File: src/rtl/piso_stream_pkg.sv
// piso_stream_pkg: default geometry and output FSM state type shared by the PISO stage.
package piso_stream_pkg;
    localparam int PE_NUM_DEF = 8;
    localparam int DATA_WIDTH_DEF = 16;
    typedef enum logic {IDLE, STREAM} out_state_e;
endpackage

File: src/rtl/piso_stream_slot.sv
// piso_slot: one PE_NUM-word register bank with a parallel load and a lane-select read port.
module piso_slot
    import piso_stream_pkg::*;
#(
    parameter int PE_NUM = PE_NUM_DEF,
    parameter int WORD_W = 2 * DATA_WIDTH_DEF
) (
    input  logic                        clk,
    input  logic                        load_i,
    input  logic [PE_NUM*WORD_W-1:0]    data_i,
    input  logic [$clog2(PE_NUM)-1:0]   sel_i,
    output logic [WORD_W-1:0]           word_o
);
    logic [PE_NUM-1:0][WORD_W-1:0] bank_q;

    always_ff @(posedge clk) begin
        if (load_i) bank_q <= data_i;
    end

    assign word_o = bank_q[sel_i];
endmodule

File: src/rtl/piso_stream.sv
// piso_stream: ping-pong buffered parallel-in/serial-out stage, one complex word per cycle.
module piso_stream
    import piso_stream_pkg::*;
#(
    parameter int PE_NUM     = PE_NUM_DEF,
    parameter int DATA_WIDTH = DATA_WIDTH_DEF,
    parameter bit LSB_FIRST  = 1'b1
) (
    input  logic                             clk,
    input  logic                             rst,
    input  logic                             p_in_v,
    output logic                             p_in_rdy,
    input  logic [PE_NUM*2*DATA_WIDTH-1:0]   p_in,
    output logic                             s_out_v,
    input  logic                             s_out_rdy,
    output logic [2*DATA_WIDTH-1:0]          s_out,
    output logic                             s_out_last
);
    localparam int WW = 2 * DATA_WIDTH;
    localparam int LW = $clog2(PE_NUM);
    localparam logic [LW-1:0] LAST = LW'(PE_NUM - 1);

    out_state_e          state_q;
    logic [1:0]          full_q;
    logic                wr_ptr_q, rd_ptr_q;
    logic [LW-1:0]       lane_q, lane_d, rd_sel;
    logic [WW-1:0]       s_out_q;
    logic                s_out_v_q, s_out_last_q;
    logic [1:0][WW-1:0]  word;
    logic                accept, advance, release_slot, load, slot_d;

    for (genvar k = 0; k < 2; k++) begin : g_slot
        piso_slot #(.PE_NUM(PE_NUM), .WORD_W(WW)) u_slot (
            .clk    (clk),
            .load_i (accept && wr_ptr_q == 1'(k)),
            .data_i (p_in),
            .sel_i  (rd_sel),
            .word_o (word[k])
        );
    end

    // The word for the next output register is chosen one cycle ahead: either the
    // following lane of the current slot or the first lane of the other slot.
    always_comb begin
        p_in_rdy     = !full_q[wr_ptr_q];
        accept       = p_in_v && p_in_rdy;
        advance      = (state_q == STREAM) && s_out_rdy;
        release_slot = advance && (lane_q == LAST);
        slot_d       = release_slot ? !rd_ptr_q : rd_ptr_q;
        lane_d       = (advance && !release_slot) ? lane_q + 1'b1 : '0;
        load         = advance ? (!release_slot || full_q[!rd_ptr_q])
                               : (state_q == IDLE && full_q[rd_ptr_q]);
        rd_sel       = LSB_FIRST ? lane_d : LAST - lane_d;
    end

    always_ff @(posedge clk or posedge rst) begin
        if (rst) begin
            state_q      <= IDLE;
            full_q       <= '0;
            wr_ptr_q     <= 1'b0;
            rd_ptr_q     <= 1'b0;
            lane_q       <= '0;
            s_out_q      <= '0;
            s_out_v_q    <= 1'b0;
            s_out_last_q <= 1'b0;
        end else begin
            if (accept) begin
                full_q[wr_ptr_q] <= 1'b1;
                wr_ptr_q         <= !wr_ptr_q;
            end
            if (release_slot) begin
                full_q[rd_ptr_q] <= 1'b0;
                rd_ptr_q         <= !rd_ptr_q;
            end
            if (load) begin
                state_q      <= STREAM;
                lane_q       <= lane_d;
                s_out_q      <= word[slot_d];
                s_out_v_q    <= 1'b1;
                s_out_last_q <= (lane_d == LAST);
            end else if (advance) begin
                state_q      <= IDLE;
                lane_q       <= '0;
                s_out_v_q    <= 1'b0;
                s_out_last_q <= 1'b0;
            end
        end
    end

    assign s_out      = s_out_q;
    assign s_out_v    = s_out_v_q;
    assign s_out_last = s_out_last_q;
endmodule

File: config.mk
export PLATFORM = sky130hd
export DESIGN_NAME = piso_stream
export DESIGN_NICKNAME = d
export VERILOG_FILES = /design/src/rtl/piso_stream_pkg.sv /design/src/rtl/piso_stream_slot.sv /design/src/rtl/piso_stream.sv
export SDC_FILE = /design/constraint.sdc
export NUM_CORES = 1
export LEC_CHECK = 0
export ABC_AREA = 0
export CAP_MARGIN = 40
export CORE_ASPECT_RATIO = 0.9
export CORE_MARGIN = 2
export CORE_UTILIZATION = 25
export DETAILED_ROUTE_END_ITERATION = 10
export RECOVER_POWER = 50
export SETUP_SLACK_MARGIN = 0.1
export SYNTH_ARGS = -nofsm -noshare
export SYNTH_HDL_FRONTEND = slang
export SYNTH_SLANG_ARGS = --single-unit
File: constraint.sdc
create_clock -name clk -period 59.1 [get_ports clk]
set_input_delay 11.82 -clock clk [delete_from_list [all_inputs] [get_ports clk]]
set_output_delay 11.82 -clock clk [all_outputs]
set_load 0.02 [all_outputs]
==> impl_metrics.yaml, run 1 <==
timing:
  fin_crit_ns: 15.19
  slew_headroom: -0.5835
  finalSetupTns_ns: 0
  skew_ns: 0.02694
  fin_crit_sh: 0.2570
  hold_viol: 0
  hold_ws_ns: 0.5038
  rsz0062_at_grt: "no"
  setup_viol: 0
  worstMarginPinSlew_ns: 2.375
  max_freq_mhz: 65.84
  final_max_slew_viol_count: 83
placement:
  numPortBuffers: 294
  place_hpwl_um: 40140
  routabilityCongestion: 0.8226
clock_tree:
  ctsRootBufferMaster: "clkbuf_16"
  post_cts_resized: 0
  clkLatencyLatePin_ns: 0.61
  cts_tree: "done"
  clock_path_buffers: 3
  htreeDepth: 2
  post_cts.repair.setup_buffers: 0
  clkSinkCount: 553
  cts.hold.buffers_added: 0
  clkTransAtPathRegs_ns: 0.06
  cts_made_buffers: 59
power_and_ir_drop:
  p_per_area_nw_per_um2: 40.47
  ir_drop_v: 0.00002310
  switching_share: 0.3002
  p_total_mw: 1.114
  power.share.clock: 0.327
  p_int_mw: 0.7793
  pwr-share-seq: 0.442
  p_switching_mw: 0.3343
  p_leak_nw: 9.067
  combPwrFrac: 0.231
global_route:
  overflow: 0
  antenna_found_initial: 24
  grt_pass1_vias: 13879
  grt_pass1_wl_um: 91890
  grt_max_degree: 186
  track_usage: 0.1430
layout:
  fin_nets: 1867
  fin_util: 0.3274
  syn_to_final_growth_pct: 30.10
  fill_cells: 8101
  drive_gt1_frac: 0.1166
min_path:
  min_to: "lane_q[2]"
  whs_path_depth: 2
  hold_path_startpoint: "lane_q[2]"
  hold_class: "flip-flop to flip-flop"
worst_setup_path:
  reg2reg_depth: 9
  cp_cell_sequence: "dlygate4sd3_1, nor3b_1, clkbuf_1, buf_16, buf_4, buf_16"
  worstReg2RegEnd: "s_out[31]"
  critPathLaunchType: "input port"
  cp_slowest_cell: "clkbuf_1"
  crit_path_frequent_cell: "buf_16"
  reg2reg_slack_ns: 54.43
  arrival_ns: 15.46
  crit_path_end_kind: "flip-flop"
  crit_path_max_fanout: 48
  cp.required_ns: 59.38
  rr_startpoint: "lane_q[0]"
  slowest_delay_ns: 1.70
  timing_worst_setup_path_type: "input port to flip-flop"
flow_run:
  drv_cap: 3
synth:
  synth_top_area_cell: "edfxtp_1"
  synth.area.mux_share: 0.05146
  mappedNetlistArea_um2: 21150
  synth_top_area_share: 0.7269
  yosys.area_share.adder: 0.001183
  yosysMostFrequentCell: "edfxtp_1"
  ys_types: 50
  synth_compound_area_frac: 0.04709
  synth_area_per_cell_um2: 16.26
  ys_ff_latch: 553
  yosys.area_share.xor_xnor: 0.0004141
  synth_top_family_by_area: "simple AND/OR/NAND/NOR gates"
  synth_seq_area_share: 0.7754
  synth_ff_type: "edfxtp_1"
  synth_edf_count: 512
  postSynth.asyncResetShare: 0.07414
  yosys-top-cells-count: "edfxtp_1, nand2_1, nand3_1"
  synth_nets: 1563
  ys_warn_count: 0
  synthSimpleGateAreaFrac: 0.1024
  synthCells: 1301
  synth.area.top_cells: "edfxtp_1, dfrtp_1, nand2_1"
die:
  start_util: 0.2517
  die_y_um: 279.9
  core_area_um2: 84040
  ioPinCount: 295
  fp-row-count: 101
  fp.dieW_um: 310.6
  dieArea_um2: 86950
detailed_routing:
  drc: 0
  wl_per_cell_um: 22.70
  vias_per_cell: 4.708
  ant_nets: 0
  drtPass1Iterations: 7
  routed_wl_um: 63520
  drtIter0Drc: 1173
  via_count: 13172
outcome:
  violations: "capacitance limit, slew limit"
  status: "finished, violations left"
[sequential cells by signal, indices dropped and copies added (netlist names)]
signal                cells
full_q                    2
s_out_v                   1
s_out                    32
lane_q                    3
s_out_last                1
wr_ptr_q                  1
rd_ptr_q                  1
g_slot.u_slot.bank_q    512
[cell usage in the layout, fill, tap and decap left out, types with 2 or more instances in the layout]
cell and instances:
a211oi_1 2, a21oi_1 3, a2bb2oi_1 2, a311o_1 3, and3_1 29, and3b_1 2, and4b_1 2, buf_12 8
buf_16 6, buf_4 15, bufinv_16 3, clkbuf_1 29, clkbuf_16 61, clkbuf_8 7, clkdlybuf4s50_1 35, clkinv_2 7
clkinvlp_4 5, dfrtp_1 40, diode_2 10, dlygate4sd3_1 259, edfxtp_1 512, inv_1 2, mux2_2 32, mux2i_1 3
mux4_2 31, nand2_1 258, nand2b_1 3, nand3_1 91, nand4_1 31, nor2_1 5, nor2_4 2, nor3_1 31
o2111ai_1 3, o21a_1 2, o21ai_0 5, o21ai_1 2, o21bai_1 2, o221ai_1 31, o22ai_1 31, o32a_1 30
[stage by stage]
step	std cells	worst slack, ns	instance area [um^2]
after detailed placement	2677	44.31	25620
final	2798	43.91	27520
after floorplan	1301	27.45	21150
after global routing	2795	43.55	27510
after global placement	2662	43.80	25280
after CTS	2788	44.92	27530
[power by group through the flow]
stage / logic (mW) / clock network (mW) / registers (mW)
finish: 0.258 / 0.364 / 0.492
CTS: 0.264 / 0.374 / 0.492
global route: 0.277 / 0.388 / 0.496
detailed placement: 0.263 / 0 / 0.500
floorplan: 0.129 / 0 / 0.519
global placement: 0.248 / 0 / 0.499
[worst max path at each step]
stage	start	to	depth (start not counted)
final	p_in_v	g_slot[0].u_slot.bank_q[196]	6
after global placement	s_out_rdy	s_out[31]	8
after CTS	full_q[1]	p_in_rdy	2
after global routing	rst	lane_q[0]	4
after floorplan	p_in_v	wr_ptr_q	2
after detailed placement	s_out_rdy	s_out[31]	9
[logic make-up (layout without fill, tap and decap cells)]
group,count (synthesis),count (layout)
multiplexers,66,66
AO/OA/AOI/OAI,123,123
adder cells (fa/ha/maj),2,2
AND/OR/NAND/NOR,468,468
other,0,10
buffers and inverters,88,442
flip-flops,553,553
XOR/XNOR,1,1
[critical path, delay by kind of cell]
kind / cells / cell delay [ns]
buf+inv: 5 / 3.34
simple gates: 1 / 0.20
[metal layers]
metal	vias to the layer above	routed length, um	global-route usage
met5	-	78	0
met4	12	2244	0.05701
met3	157	5748	0.04383
met2	593	28630	0.2205
met1	6710	26820	0.1879
li1	5700	-	-
[layout make-up]
class                           count  area (um^2)  area share
Multi-Input combinational cell    660         4340      0.1577
Antenna cell                       10        25.02   0.0009094
Sequential cell                   553        16400      0.5961
Tap cell                         1133         1418     0.05152
Inverter                            3        11.26   0.0004092
Timing Repair Buffer              328         3411      0.1239
Clock inverter                     18        191.4    0.006957
Clock buffer                       93         1717     0.06238
Power figures use the tool's default switching activity.
==> inputs of run 2 (changes only) <==
==> constraint.sdc (replaced) <==
create_clock -name clk -period 15.65 [get_ports clk]
set_input_delay 3.13 -clock clk [delete_from_list [all_inputs] [get_ports clk]]
set_output_delay 3.13 -clock clk [all_outputs]
set_load 0.02 [all_outputs]
==> impl_metrics.yaml, run 2 (synthesized netlist as in run 1, its figures left out) <==
worst_setup_path:
  crit_path_max_fanout: 41
  timing_worst_setup_path_type: "input port to asynchronous set/reset pin"
  critPathLaunchType: "input port"
  reg2reg_depth: 9
  arrival_ns: 6.36
  cp.required_ns: 15.00
  crit_path_end_kind: "asynchronous set/reset pin"
timing:
  final_max_slew_viol_count: 65
  skew_ns: 0.02136
  worstMarginPinSlew_ns: 3.715
  finalSetupTns_ns: 0
  rsz0062_at_grt: "no"
  fin_crit_ns: 7.008
  fin_crit_sh: 0.4478
  hold_ws_ns: 0.4956
  max_freq_mhz: 142.7
  setup_viol: 0
  slew_headroom: -1.477
  hold_viol: 0
clock_tree:
  post_cts.repair.setup_buffers: 0
  clkTransAtPathRegs_ns: 0.06
  clkSinkCount: 553
  cts_tree: "done"
  cts.hold.buffers_added: 0
  htreeDepth: 2
  ctsRootBufferMaster: "clkbuf_16"
  cts_made_buffers: 60
  clkLatencyLatePin_ns: 0.62
  clock_path_buffers: 3
  post_cts_resized: 0
die:
  die_y_um: 279.9
  fp-row-count: 101
  ioPinCount: 295
  core_area_um2: 84040
  dieArea_um2: 86950
  start_util: 0.2517
  fp.dieW_um: 310.6
placement:
  numPortBuffers: 294
  dp_cells: 2668
  dpl_cell_area_um2: 25480
  place_hpwl_um: 39060
  routabilityCongestion: 0.7861
layout:
  stdcell_area_um2: 27460
  stdcell_count: 2787
  fill_cells: 8112
  regMostFlops: "g_slot.u_slot.bank_q"
  fin_nets: 1859
  largest_reg_flops: 512
  drive_gt1_frac: 0.1189
  final_cell_mix: "edfxtp_1, dlygate4sd3_1, nand2_1"
  syn_to_final_growth_pct: 29.83
  layout_commonest_cell: "edfxtp_1"
power_and_ir_drop:
  p_leak_nw: 9.066
  p_per_area_nw_per_um2: 154.0
  ir_drop_v: 0.00008964
flow_run:
  drv_cap: 2
detailed_routing:
  ant_nets: 0
  drtIter0Drc: 1235
  drc: 0
  via_count: 13012
  routed_wl_um: 63580
  wl_per_cell_um: 22.81
  vias_per_cell: 4.669
  drtPass1Iterations: 5
outcome:
  status: "finished, violations left"
  violations: "capacitance limit, slew limit"
global_route:
  grt_pass1_wl_um: 91340
  grt_pass1_vias: 13426
  antenna_found_initial: 29
  track_usage: 0.1426
  grt_max_degree: 183
  overflow: 0
min_path:
  hold_class: "flip-flop to flip-flop"
  whs_path_depth: 1
run 2: final cells by class:
type,count,area [um^2],area share
Antenna cell,5,12.51,0.0004556
Clock buffer,78,1630,0.05937
Clock inverter,36,350.3,0.01276
Inverter,3,11.26,0.0004101
Multi-Input combinational cell,660,4345,0.1582
Sequential cell,553,16400,0.5974
Tap cell,1133,1418,0.05162
Timing Repair Buffer,319,3289,0.1198
run 2: power breakdown:
group	switching, mW	total [mW]	internal [mW]
sequential	0.0739	1.85	1.78
clock	0.596	1.42	0.822
combinational	0.608	0.958	0.350
total	1.28	4.23	2.95
run 2: critical path: stages:
cell,delay (ns)
dlygate4sd3_1,0.54
clkinv_1,0.05
clkbuf_1,2.59
run 2: worst paths after layout:
kind	slack, ns	from	endpoint
setup / recovery	8.64	rst	lane_q[0]
hold / removal	0.50	s_out_last	s_out_last
setup reg to reg	11.63	lane_q[0]	s_out[29]
hold reg to reg	0.50	s_out_last	s_out_last
max in group clk	9.50	s_out_rdy	s_out[29]
min in group asynchronous	4.40	rst	s_out[8]
run 2: per-stage QoR:
stage                       util  setup slack, ns  power [mW]
final                     0.3268            8.642       4.229
after global routing      0.3267            8.185       4.414
after CTS                 0.3268            9.593       4.300
after detailed placement  0.3032            8.909       2.867
after global placement    0.3008            9.046       2.824
after floorplan                -           0.8819       2.434
run 2: routing by layer:
layer / up-vias / GRT usage / share of wire
li1: 5681 / - / -
met1: 6583 / 0.1888 / 0.42
met2: 596 / 0.2264 / 0.46
met3: 134 / 0.04131 / 0.091
met4: 18 / 0.04257 / 0.023
met5: - / 0 / 0.0017
